==> config.mk <==
export PLATFORM = sky130hd
export DESIGN_NAME = memory_access_ctrl
export DESIGN_NICKNAME = d
export VERILOG_FILES = /design/src/rtl/memory_defs.sv /design/src/rtl/memory_lane_encoder.sv /design/src/rtl/memory_access_ctrl.sv
export SDC_FILE = /design/constraint.sdc
export NUM_CORES = 1
export LEC_CHECK = 0
export CORE_UTILIZATION = 46
export CTS_BUF_LIST = sky130_fd_sc_hd__clkbuf_2
export DETAILED_ROUTE_END_ITERATION = 6
export PLACE_DENSITY = 0.84
export SKIP_LAST_GASP = 1
export SLEW_MARGIN = 40
export SYNTH_ARGS = -nofsm -noshare
export SYNTH_HDL_FRONTEND = slang
export SYNTH_HIERARCHICAL = 1
export SYNTH_SLANG_ARGS = --single-unit
==> constraint.sdc <==
create_clock -name clk -period 5.85 [get_ports clk]
set_input_delay 1.755 -clock clk [delete_from_list [all_inputs] [get_ports clk]]
set_output_delay 1.755 -clock clk [all_outputs]
set_load 0.005 [all_outputs]
==> src/rtl/memory_defs.sv <==
// Shared encodings for the load/store access controller.
package memory_defs;

  localparam logic [1:0] SIZE_BYTE = 2'b01;
  localparam logic [1:0] SIZE_HALF = 2'b10;
  localparam logic [1:0] SIZE_WORD = 2'b11;

  typedef enum logic [1:0] {
    StIdle,
    StAccess,
    StResp
  } state_e;

  localparam int unsigned TIMEOUT_CYCLES_DEF = 16;

endpackage

==> src/rtl/memory_lane_encoder.sv <==
// Maps access size and low address bits to byte lanes, shifted store data and fault flags.
module memory_lane_encoder
  import memory_defs::*;
(
  input  logic [1:0]  size_i,
  input  logic [1:0]  addr_i,
  input  logic [31:0] wdata_i,
  output logic [3:0]  byte_en_o,
  output logic [31:0] wdata_o,
  output logic        misaligned_o,
  output logic        misaccess_o
);

  always_comb begin
    byte_en_o    = 4'b0000;
    misaligned_o = 1'b0;
    misaccess_o  = 1'b0;
    wdata_o      = wdata_i << {addr_i, 3'b000};
    unique case (size_i)
      SIZE_BYTE: byte_en_o = 4'b0001 << addr_i;
      SIZE_HALF: begin
        if (addr_i == 2'b11) misaligned_o = 1'b1;
        else                 byte_en_o    = 4'b0011 << addr_i;
      end
      SIZE_WORD: begin
        if (addr_i != 2'b00) misaligned_o = 1'b1;
        else                 byte_en_o    = 4'b1111;
      end
      default:   misaccess_o = 1'b1;
    endcase
  end

endmodule

==> src/rtl/memory_access_ctrl.sv <==
// Single-outstanding load/store controller: alignment check, memory handshake with timeout,
// and a registered response carrying the raw read word for the downstream load mutator.
module memory_access_ctrl
  import memory_defs::*;
#(
  parameter int unsigned TIMEOUT_CYCLES = TIMEOUT_CYCLES_DEF,
  parameter int unsigned ADDR_W         = 32
) (
  input  logic              clk,
  input  logic              rst,
  input  logic              req_valid_i,
  output logic              req_ready_o,
  input  logic              req_rw_i,
  input  logic              req_sign_i,
  input  logic [1:0]        req_size_i,
  input  logic [ADDR_W-1:0] req_addr_i,
  input  logic [31:0]       req_wdata_i,
  output logic              mem_req_o,
  output logic              mem_we_o,
  output logic [ADDR_W-1:0] mem_addr_o,
  output logic [3:0]        mem_byte_en_o,
  output logic [31:0]       mem_wdata_o,
  input  logic              mem_ack_i,
  input  logic [31:0]       mem_rdata_i,
  output logic              rsp_valid_o,
  input  logic              rsp_ready_i,
  output logic              rsp_rw_o,
  output logic              rsp_sign_o,
  output logic [1:0]        rsp_size_o,
  output logic [3:0]        rsp_byte_en_o,
  output logic [31:0]       rsp_rddata_o,
  output logic              rsp_misaligned_o,
  output logic              rsp_misaccess_o,
  output logic              rsp_timeout_o
);

  localparam int unsigned CntW = $clog2(TIMEOUT_CYCLES + 1);

  state_e            state_q, state_d;
  logic [CntW-1:0]   cnt_q, cnt_d;
  logic              rw_q, rw_d, sign_q, sign_d, we_q, we_d;
  logic [1:0]        size_q, size_d;
  logic [ADDR_W-1:0] addr_q, addr_d;
  logic [3:0]        be_q, be_d;
  logic [31:0]       wdata_q, wdata_d, rddata_q, rddata_d;
  logic              misal_q, misal_d, misacc_q, misacc_d, tmo_q, tmo_d;

  logic [3:0]  enc_be;
  logic [31:0] enc_wdata;
  logic        enc_misal, enc_misacc;

  memory_lane_encoder u_lane_enc (
    .size_i       (req_size_i),
    .addr_i       (req_addr_i[1:0]),
    .wdata_i      (req_wdata_i),
    .byte_en_o    (enc_be),
    .wdata_o      (enc_wdata),
    .misaligned_o (enc_misal),
    .misaccess_o  (enc_misacc)
  );

  always_comb begin
    state_d  = state_q;
    cnt_d    = cnt_q;
    rw_d     = rw_q;
    sign_d   = sign_q;
    we_d     = we_q;
    size_d   = size_q;
    addr_d   = addr_q;
    be_d     = be_q;
    wdata_d  = wdata_q;
    rddata_d = rddata_q;
    misal_d  = misal_q;
    misacc_d = misacc_q;
    tmo_d    = tmo_q;
    unique case (state_q)
      StIdle: begin
        if (req_valid_i) begin
          rw_d     = req_rw_i;
          sign_d   = req_sign_i;
          we_d     = ~req_rw_i;
          size_d   = req_size_i;
          addr_d   = {req_addr_i[ADDR_W-1:2], 2'b00};
          be_d     = enc_be;
          wdata_d  = enc_wdata;
          rddata_d = 32'h0;
          misal_d  = enc_misal;
          misacc_d = enc_misacc;
          tmo_d    = 1'b0;
          cnt_d    = '0;
          state_d  = (enc_misal || enc_misacc) ? StResp : StAccess;
        end
      end
      StAccess: begin
        // Ack takes priority over a timeout reached on the same edge.
        if (mem_ack_i) begin
          rddata_d = rw_q ? mem_rdata_i : 32'h0;
          state_d  = StResp;
        end else if (cnt_q == CntW'(TIMEOUT_CYCLES - 1)) begin
          tmo_d   = 1'b1;
          state_d = StResp;
        end else begin
          cnt_d = cnt_q + 1'b1;
        end
      end
      StResp: begin
        if (rsp_ready_i) begin
          misal_d  = 1'b0;
          misacc_d = 1'b0;
          tmo_d    = 1'b0;
          cnt_d    = '0;
          state_d  = StIdle;
        end
      end
      default: state_d = StIdle;
    endcase
  end

  always_ff @(posedge clk or posedge rst) begin
    if (rst) begin
      state_q  <= StIdle;
      cnt_q    <= '0;
      rw_q     <= 1'b0;
      sign_q   <= 1'b0;
      we_q     <= 1'b0;
      size_q   <= 2'b00;
      addr_q   <= '0;
      be_q     <= 4'b0000;
      wdata_q  <= 32'h0;
      rddata_q <= 32'h0;
      misal_q  <= 1'b0;
      misacc_q <= 1'b0;
      tmo_q    <= 1'b0;
    end else begin
      state_q  <= state_d;
      cnt_q    <= cnt_d;
      rw_q     <= rw_d;
      sign_q   <= sign_d;
      we_q     <= we_d;
      size_q   <= size_d;
      addr_q   <= addr_d;
      be_q     <= be_d;
      wdata_q  <= wdata_d;
      rddata_q <= rddata_d;
      misal_q  <= misal_d;
      misacc_q <= misacc_d;
      tmo_q    <= tmo_d;
    end
  end

  assign req_ready_o      = (state_q == StIdle);
  assign mem_req_o        = (state_q == StAccess);
  assign rsp_valid_o      = (state_q == StResp);
  assign mem_we_o         = we_q;
  assign mem_addr_o       = addr_q;
  assign mem_byte_en_o    = be_q;
  assign mem_wdata_o      = wdata_q;
  assign rsp_rw_o         = rw_q;
  assign rsp_sign_o       = sign_q;
  assign rsp_size_o       = size_q;
  assign rsp_byte_en_o    = be_q;
  assign rsp_rddata_o     = rddata_q;
  assign rsp_misaligned_o = misal_q;
  assign rsp_misaccess_o  = misacc_q;
  assign rsp_timeout_o    = tmo_q;

endmodule

Word-level counts from Yosys, hierarchy flattened
Index checks and enable logic that the tools add are counted.
{"block": "word_totals", "latchBits": 0, "n_memories": 0, "elab_cells": 76, "romBits": 0, "input_bits": 105, "ram_bits": 0, "register_bits": 113}
{"block": "classes", "n_reduce_logical": 13, "n_eq_ne": 14, "mul": 0, "add_sub_neg": 1, "shifts": 3, "n_bitwise": 1, "order_cmp": 0, "div_mod_pow": 0, "muxes": 31}
{"operator": "32-bit two-way mux", "n": 3}
{"operator": "32-bit one-hot mux with 2 select lines", "n": 1}
{"operator": "32-bit by 5-bit << shifter with 32-bit output", "n": 1}
{"operator": "5-bit two-way mux", "n": 4}
{"operator": "5-bit one-hot mux with 3 select lines", "n": 1}
{"operator": "4-bit one-hot mux with 3 select lines", "n": 1}
{"operator": "2-bit two-way mux", "n": 5}
{"operator": "5-bit AND reduction", "n": 2}
{"operator": "1-bit two-way mux", "n": 9}
{"operator": "3-bit AND reduction", "n": 3}
{"operator": "2-bit == test, second input constant", "n": 4}
{"operator": "4-bit two-way mux", "n": 2}
{"operator": "2-bit by 1-bit != test with 1-bit output, second input constant", "n": 3}
{"operator": "2-bit != test, second input constant", "n": 3}
{"operator": "1-bit one-hot mux with 2 select lines", "n": 3}
{"operator": "2-bit one-hot mux with 3 select lines", "n": 1}
{"operator": "2-bit nonzero test", "n": 3}
{"operator": "5-bit by 1-bit adder with 5-bit output, second input constant", "n": 1}
{"operator": "5-bit by 4-bit == test with 1-bit output, second input constant", "n": 1}
{"operator": "2-bit by 1-bit == test with 1-bit output, second input constant", "n": 2}
{"operator": "1-bit by 2-bit << shifter with 4-bit output, first input constant", "n": 1}
{"operator": "2-bit by 2-bit << shifter with 4-bit output, first input constant", "n": 1}
{"operator": "3-bit by 1-bit != test with 1-bit output, second input constant", "n": 1}
{"operator": "1-bit one-hot mux with 3 select lines", "n": 1}
{"operator": "other kinds (6)", "n": 6}

Depth between registers and ports, before layout
Gate-level depths: netlist (run 1).
{"block": "logic_depth", "ltp_word": 7, "mapped_depth": 8, "depth_no_buf": 6}

Cells and area by module
Netlist (run 1), hierarchy kept.
{"mod": "memory_access_ctrl", "instances": 1, "cells_per_inst": 354, "area_per_inst_um2": 4989.8}
{"mod": "memory_lane_encoder", "instances": 1, "cells_per_inst": 84, "area_per_inst_um2": 735.7}

Worst setup path before layout (run 1)
No wires, ideal clock.
{"block": "synth_path", "path_type": "input to register", "start": "in req_addr_i[0]", "end": "reg be_q[2], in the netlist mem_byte_en_o[2]", "path_buffers": 2, "arrival_time_ns": 3.062, "setup_time_ns": 0.125, "stages": 7, "path_slack_ns": 2.663, "cell_sequence": "buf_6 buf_12 inv_1 ha_1 mux2_4 a22o_1 mux2_4"}
{"block": "synth_via", "elab_chain_cells": 3, "elab_cells_between_ends": 7}
{"item": "from (decl)", "line_no": "memory_access_ctrl.sv:16", "rtl": "input logic [ADDR_W-1:0] req_addr_i,"}
{"item": "2-bit by 2-bit << shifter with 4-bit output (tied with other cells)", "line_no": "memory_lane_encoder.sv:23", "rtl": "else byte_en_o = 4'b0011 << addr_i;"}
{"item": "4-bit two-way mux, on equally long branches", "line_no": "memory_lane_encoder.sv:22, memory_lane_encoder.sv:26"}
{"item": "4-bit one-hot mux with 3 select lines *", "line_no": "memory_lane_encoder.sv:19", "rtl": "unique case (size_i)"}
{"item": "via enc_be[2]", "line_no": "memory_access_ctrl.sv:48", "rtl": "logic [3:0] enc_be;"}
{"item": "to (signal assigned)", "line_no": "memory_access_ctrl.sv:128", "rtl": "be_q <= 4'b0000;"}
{"item": "to (signal assigned)", "line_no": "memory_access_ctrl.sv:142", "rtl": "be_q <= be_d;"}
{"item": "to (decl)", "line_no": "memory_access_ctrl.sv:44", "rtl": "logic [3:0] be_q, be_d;"}
The timed path passes the listed nets; every way through them passes the cells marked *.
A chain may end at the register's enable or synchronous reset.

Worst setup path in the final report (run 1)
{"block": "layout_path", "start": "reg state_q[0]", "end": "out mem_req_o"}
{"block": "layout_via", "elab_chain_cells": 1}
{"item": "from (decl)", "line_no": "memory_access_ctrl.sv:39", "rtl": "state_e state_q, state_d;"}
{"item": "from (signal assigned)", "line_no": "memory_access_ctrl.sv:121", "rtl": "state_q <= StIdle;"}
{"item": "from (signal assigned)", "line_no": "memory_access_ctrl.sv:135", "rtl": "state_q <= state_d;"}
{"item": "2-bit by 1-bit == test with 1-bit output", "line_no": "memory_access_ctrl.sv:152", "rtl": "assign mem_req_o = (state_q == StAccess);"}
{"item": "to (decl)", "line_no": "memory_access_ctrl.sv:18", "rtl": "output logic mem_req_o,"}
Every way passes these cells.

==> results of run 1 <==
## registers in the layout, summed over array words and instances, names as in the netlist, 2 cells and up
register / flops
cnt_q: 5
mem_addr_o: 30
mem_byte_en_o: 4
mem_wdata_o: 32
rsp_rddata_o: 32
rsp_size_o: 2
state_q: 2
## worst paths after layout
| kind | to | slack [ns] | start | depth (start not counted) |
|---|---|---|---|---|
| worst max-delay path | mem_req_o | 2.02 | state_q[0]$_DFFE_PP0P_ | 2 |
| worst min-delay path | mem_addr_o[15]$_DFFE_PP0P_ | 0.53 | mem_addr_o[15]$_DFFE_PP0P_ | 1 |
| worst max register to register | mem_addr_o[13]$_DFFE_PP0P_ | 3.51 | state_q[1]$_DFFE_PP0P_ | 4 |
| worst min register to register | mem_addr_o[15]$_DFFE_PP0P_ | 0.53 | mem_addr_o[15]$_DFFE_PP0P_ | 1 |
| max in group asynchronous | mem_byte_en_o[0]$_DFFE_PP0P_ | 3.30 | rst | 3 |
| min in group asynchronous | rsp_rddata_o[8]$_DFFE_PP0P_ | 1.60 | rst | 2 |
## critical path: cells and delay by family, from the launching register on
kind / cells / cell delay [ns]
simple gates: 1 / 0.27
flops: 1 / 0.63
buf+inv: 1 / 0.53
## cell usage after synthesis
cell type,instances,share of area (%)
or3_1,1,0.11
dfrtp_1,113,49
o211ai_1,1,0.13
a211oi_1,1,0.13
or3b_1,1,0.15
buf_8,1,0.26
conb_1,1,0.065
nand3_1,2,0.17
and2b_1,2,0.26
buf_12,8,2.8
o21ai_0,10,0.87
mux2_2,5,0.98
a21o_1,1,0.13
and3_1,1,0.11
mux2_4,68,18
and2_1,8,0.87
clkbuf_1,5,0.33
nor4bb_1,1,0.17
a21oi_1,5,0.44
nor4b_1,1,0.15
nor2b_1,5,0.55
a31oi_1,1,0.11
and3b_1,1,0.15
nor2b_2,1,0.15
o22ai_1,1,0.11
a22o_1,4,0.61
buf_2,2,0.17
nor2_1,15,0.98
o31ai_1,1,0.13
or4b_4,1,0.24
buf_4,9,1.2
clkbuf_2,1,0.087
buf_6,3,0.59
clkinv_2,1,0.087
inv_1,39,2.6
nand2_1,34,2.2
o2bb2ai_1,8,1.2
mux2i_1,67,12
ha_1,8,1.7
## where the power goes
group	switching (W)	leakage (nW)	internal [W]
Clock	0.000290	0.163	0.000281
Combinational	0.000482	2.14	0.00105
Sequential	0.000216	1.44	0.00107
Total	0.000988	3.75	0.00240
## layout make-up
type | instances | share of cell area [%]
Clock buffer | 20 | 1.223
Clock inverter | 12 | 2.018
Inverter | 40 | 1.911
Multi-Input combinational cell | 257 | 29.95
Sequential cell | 113 | 34.56
Tap cell | 168 | 2.569
Timing Repair Buffer | 224 | 27.77
## layer usage
metal  share of wire [%]  wire length [um]  global-route usage, %
met2                  49              6772                  37.48
met1                  43              5844                  27.07
met3                 7.1               978                  7.014
met4                0.95               131                  6.404
met5                   0                 0                      0
## metrics by stage
step / hold WS [ns] / area, sq um / total power [W] / worst slack (ns)
2_1_floorplan: 0.4717 / 5729 / 0.002038 / 1.108
3_3_place_gp: 0.4908 / 7839 / 0.002750 / 1.778
3_5_place_dp: 0.4939 / 7918 / 0.002831 / 1.888
4_1_cts: 0.5317 / 8183 / 0.003423 / 1.927
5_1_grt: 0.5448 / 8183 / 0.003569 / 1.848
6_report: 0.5303 / 8183 / 0.003385 / 2.015
## cells by family after synthesis
kind of cell	synth area share [%]
AO/OA/AOI/OAI	3.890
adder cells (fa/ha/maj)	1.748
buffers and inverters	8.063
flip-flops	49.39
multiplexers	30.53
other	0.06550
AND/OR/NAND/NOR	6.316
==> flow_summary_export.csv, run 1 <==
group,metric,value,unit
detailed_routing,routed_wl,13730,um
global_routing,grt_first_pass_wirelength,22070,um
sta,skew,0.03029,ns
detailed_routing,drtPass1Iterations,4,
detailed_routing,post_drt_via_cell_ratio,4.876,
cells_and_area,nFillCells,872,
clocking,clkLatencyLatePin,0.64,ns
global_routing,grt_pass1_vias,4346,
sta,period_needed,3.835,ns
power_and_ir_drop,power.density,413.6,mW/mm^2
global_routing,antenna_found_initial,0,
critical_path,crit_path_cell_trace,"nor2b_1, clkdlybuf4s50_1",
cells_and_area,final_common_cell,"clkdlybuf4s50_1",
floorplanning,fp.dieH,113.6,um
global_routing,grt_usage,22.12,%
placed_design,place_hpwl,10030,um
floorplanning,coreArea,0.01206,sq mm
sta,hold_viol,0,
outcome,status,"complete, no violations",
detailed_routing,drc,0,
clocking,clockRootBuffer,"clkbuf_2",
detailed_routing,wire_per_inst,16.46,um
clocking,cts_buffers,17,
clocking,cts_sinks,113,
cells_and_area,final_layout_size_suffix_gt1_share,18.02,%
synthesis,ys_seq_area_share,49.39,%
detailed_routing,drtIter0Drc,174,
clocking,ctsHoldBuffers,0,
cells_and_area,n_antenna_cell,0,
critical_path,cpPeakStageDelay,0.63,ns
sta,maxSlewViolCount,0,
critical_path,crit_type,"reg2out",
critical_path,crit_required,4.09,ns
critical_path,slowest_stage,"dfrtp_1",
clocking,post_cts_buffers,0,
clocking,cts_tree,"built",
global_routing,grt_max_degree,80,
floorplanning,io_pins,220,
sta,worst_pin_slew,0.7919,ns
clocking,clkTransAtPathRegs,0.17,ns
clocking,htree_levels,4,
critical_path,startpoint_type,"register",
critical_path,worstPathArrival,2.08,ns
sta,relSlewSlack,47.21,%
clocking,cts_buffer_depth,2,
cells_and_area,multi_input_area,0.002451,sq mm
global_routing,grt-ovfl-total,0,
synthesis,ys_ff_latch,113,
floorplanning,initial_core_util,47.47,%
placed_design,portBuffers,217,
synthesis,syn-cell-area,0.005725,sq mm
synthesis,synthCells,438,
floorplanning,die-area,0.01290,sq mm
detailed_routing,vias,4067,
power_and_ir_drop,ir_worst_vdd,0.0002225,V
hold_path,hold_class,"reg2reg",
critical_path,worstPathMaxFanout,15,
sta,finalSetupViolations,0,
cells_and_area,layout_common_cells,"216 x clkdlybuf4s50_1, 113 x dfrtp_1, 68 x mux2_4",
cells_and_area,area_delta_synth_final,42.92,%
flow_run,drv_cap,0,
floorplanning,die_w,113.6,um
power_and_ir_drop,p_leak,3.750,nW
cells_and_area,final_core_util,67.84,%
sta,setup_tns,0,ns
sta,rsz0062_at_grt,"false",
clocking,post_cts_resized,0,
sta,max_freq,260.8,MHz
placed_design,gp_congestion,0.8244,
placed_design,place_inst,802,
sta,finalCritPeriodShare,65.55,%
floorplanning,std_cell_rows,40,
cells_and_area,register_area,0.002828,sq mm
synthesis,yosys_warnings,6,
synthesis,syn_avg_cell_area,13.07,sq um
critical_path,end_kind,"output pin",
cells_and_area,finalNonFillerCells,834,
detailed_routing,ant_nets,0,
cells_and_area,nets,766,
synthesis,synthDistinctLibCells,39,
(Power assumes the default switching activity.)
==> run 2: changes to the inputs <==
==> constraint.sdc (replaced) <==
create_clock -name clk -period 3.6 [get_ports clk]
set_input_delay 1.08 -clock clk [delete_from_list [all_inputs] [get_ports clk]]
set_output_delay 1.08 -clock clk [all_outputs]
set_load 0.005 [all_outputs]
==> flow_summary_export.csv, run 2 (synthesis gave the netlist of run 1 again) <==
group,metric,value,unit
critical_path,crit_path_cell_trace,"nor2b_1, clkdlybuf4s50_1",
power_and_ir_drop,p_leak,3.688,nW
clocking,cts_buffers,17,
critical_path,critPathLaunch,"state_q[0]$_DFFE_PP0P_",
clocking,htree_levels,4,
sta,max_freq,317.6,MHz
global_routing,grt_pass1_vias,4372,
critical_path,crit_required,2.52,ns
cells_and_area,n_antenna_cell,0,
sta,worst_pin_slew,0.7021,ns
clocking,cts_buffer_depth,2,
detailed_routing,drtPass1Iterations,4,
placed_design,portBuffers,217,
global_routing,grt-ovfl-total,0,
cells_and_area,nFillCells,911,
critical_path,worstPathMaxFanout,15,
sta,skew,0.01808,ns
sta,setup_tns,0,ns
critical_path,cpPeakStageDelay,0.64,ns
detailed_routing,drtIter0Drc,169,
clocking,clockRootBuffer,"clkbuf_2",
critical_path,rr_startpoint,"cnt_q[0]$_DFFE_PP0P_",
sta,rsz0062_at_grt,"false",
sta,finalSetupViolations,0,
critical_path,worstPathArrival,2.07,ns
outcome,status,"complete, no violations",
floorplanning,die-area,0.01290,sq mm
sta,setup_ws,0.4512,ns
power_and_ir_drop,ir_worst_vdd,0.0004195,V
critical_path,slowest_stage,"dfrtp_1",
detailed_routing,vias,4100,
cells_and_area,nets,765,
cells_and_area,final_common_cell,"clkdlybuf4s50_1",
clocking,post_cts_resized,0,
floorplanning,initial_core_util,47.47,%
detailed_routing,wire_per_inst,16.17,um
global_routing,grt_max_degree,114,
placed_design,dp_slack,0.5231,ns
power_and_ir_drop,power.density,655.0,mW/mm^2
global_routing,antenna_found_initial,0,
sta,finalCritPeriodShare,87.47,%
critical_path,crit_type,"reg2out",
sta,maxSlewViolCount,0,
placed_design,place_hpwl,9737,um
power_and_ir_drop,p_total,0.005308,W
detailed_routing,routed_wl,13470,um
cells_and_area,area_delta_synth_final,41.52,%
cells_and_area,layout_common_cells,"216 x clkdlybuf4s50_1, 113 x dfrtp_1, 68 x mux2_4",
floorplanning,fp.dieH,113.6,um
global_routing,grt_first_pass_wirelength,21570,um
hold_path,hold_class,"reg2reg",
flow_run,drv_cap,0,
critical_path,critical-path-top-delay-family,"flip-flops",
sta,hold_viol,0,
clocking,clkTransAtPathRegs,0.17,ns
critical_path,end_kind,"output pin",
floorplanning,coreArea,0.01206,sq mm
detailed_routing,drc,0,
clocking,cts_sinks,113,
critical_path,startpoint_type,"register",
sta,relSlewSlack,53.09,%
floorplanning,die_w,113.6,um
clocking,ctsHoldBuffers,0,
cells_and_area,final_layout_size_suffix_gt1_share,17.44,%
global_routing,grt_usage,21.59,%
clocking,cts_tree,"built",
placed_design,gp_congestion,0.7706,
hold_path,hold_path.startpoint,"mem_we_o$_DFFE_PP0P_",
critical_path,critPathBufInv,1,
floorplanning,std_cell_rows,40,
detailed_routing,ant_nets,0,
clocking,clkLatencyLatePin,0.62,ns
sta,period_needed,3.149,ns
floorplanning,io_pins,220,
detailed_routing,post_drt_via_cell_ratio,4.922,
clocking,post_cts_buffers,0,
## run 2: cell types whose count changed in the layout (fill, tap and decap cells not counted), sizes merged
| cell | previous run | this run |
|---|---|---|
| clkbuf | 20 | 17 |
| clkinvlp | 2 | 6 |
| buf | 8 | 7 |
| clkinv | 7 | 9 |
| bufinv | 4 | 2 |
| inv | 39 | 38 |
## run 2: per-stage QoR
| stage | utilization (%) | instance area [sq um] | hold WS (ns) | std cells |
|---|---|---|---|---|
| finish | 67.18 | 8103 | 0.5208 | 833 |
| global placement | 65.23 | 7868 | 0.4625 | 801 |
| floorplan | - | 5733 | 0.4717 | 439 |
| global route | 67.18 | 8103 | 0.5464 | 833 |
| detailed placement | 65.24 | 7869 | 0.4854 | 801 |
| CTS | 67.15 | 8099 | 0.5256 | 833 |
## run 2: final cells by class
cell class,instances,area [sq um],area share [%]
flip-flops and latches,113,2828,34.90
multi-input cells,257,2451,30.25
repair buffers,223,2228,27.50
well taps,168,210.2,2.594
inverters,40,155.1,1.915
clock inverters,15,145.1,1.791
clock buffers,17,85.08,1.050
## run 2: power breakdown
group / internal, W / switching, W
clock network: 0.000309 / 0.000498
registers: 0.00173 / 0.000335
logic: 0.00166 / 0.000770
## run 2: final timing paths
kind                                                    end  slack (ns)  depth (start not counted)
worst min register to register         mem_we_o$_DFFE_PP0P_        0.52                          2
worst max-delay path                              mem_req_o        0.45                          2
worst max register to register         cnt_q[3]$_DFFE_PP0P_        1.45                          6
max in group asynchronous         rsp_size_o[1]$_DFFE_PP0P_        2.21                          3
worst min-delay path                   mem_we_o$_DFFE_PP0P_        0.52                          2
min in group asynchronous       mem_wdata_o[10]$_DFFE_PP0P_        0.97                          3
## run 2: routing by layer
layer	part of all wire [%]	GRT usage, %	routed length, um	vias to the layer above
li1	-	-	-	1907
met1	43	25.82	5784	2018
met2	49	36.59	6535	162
met3	7.3	7.545	985	13
met4	1.2	6.579	160	0
met5	0	0	0	-
## run 2: tightest hold or removal path, cell delays in order (launching register included)
cell and delay [ns]:
dfrtp_1 0.38, nand2_1 0.05, o21ai_0 0.06
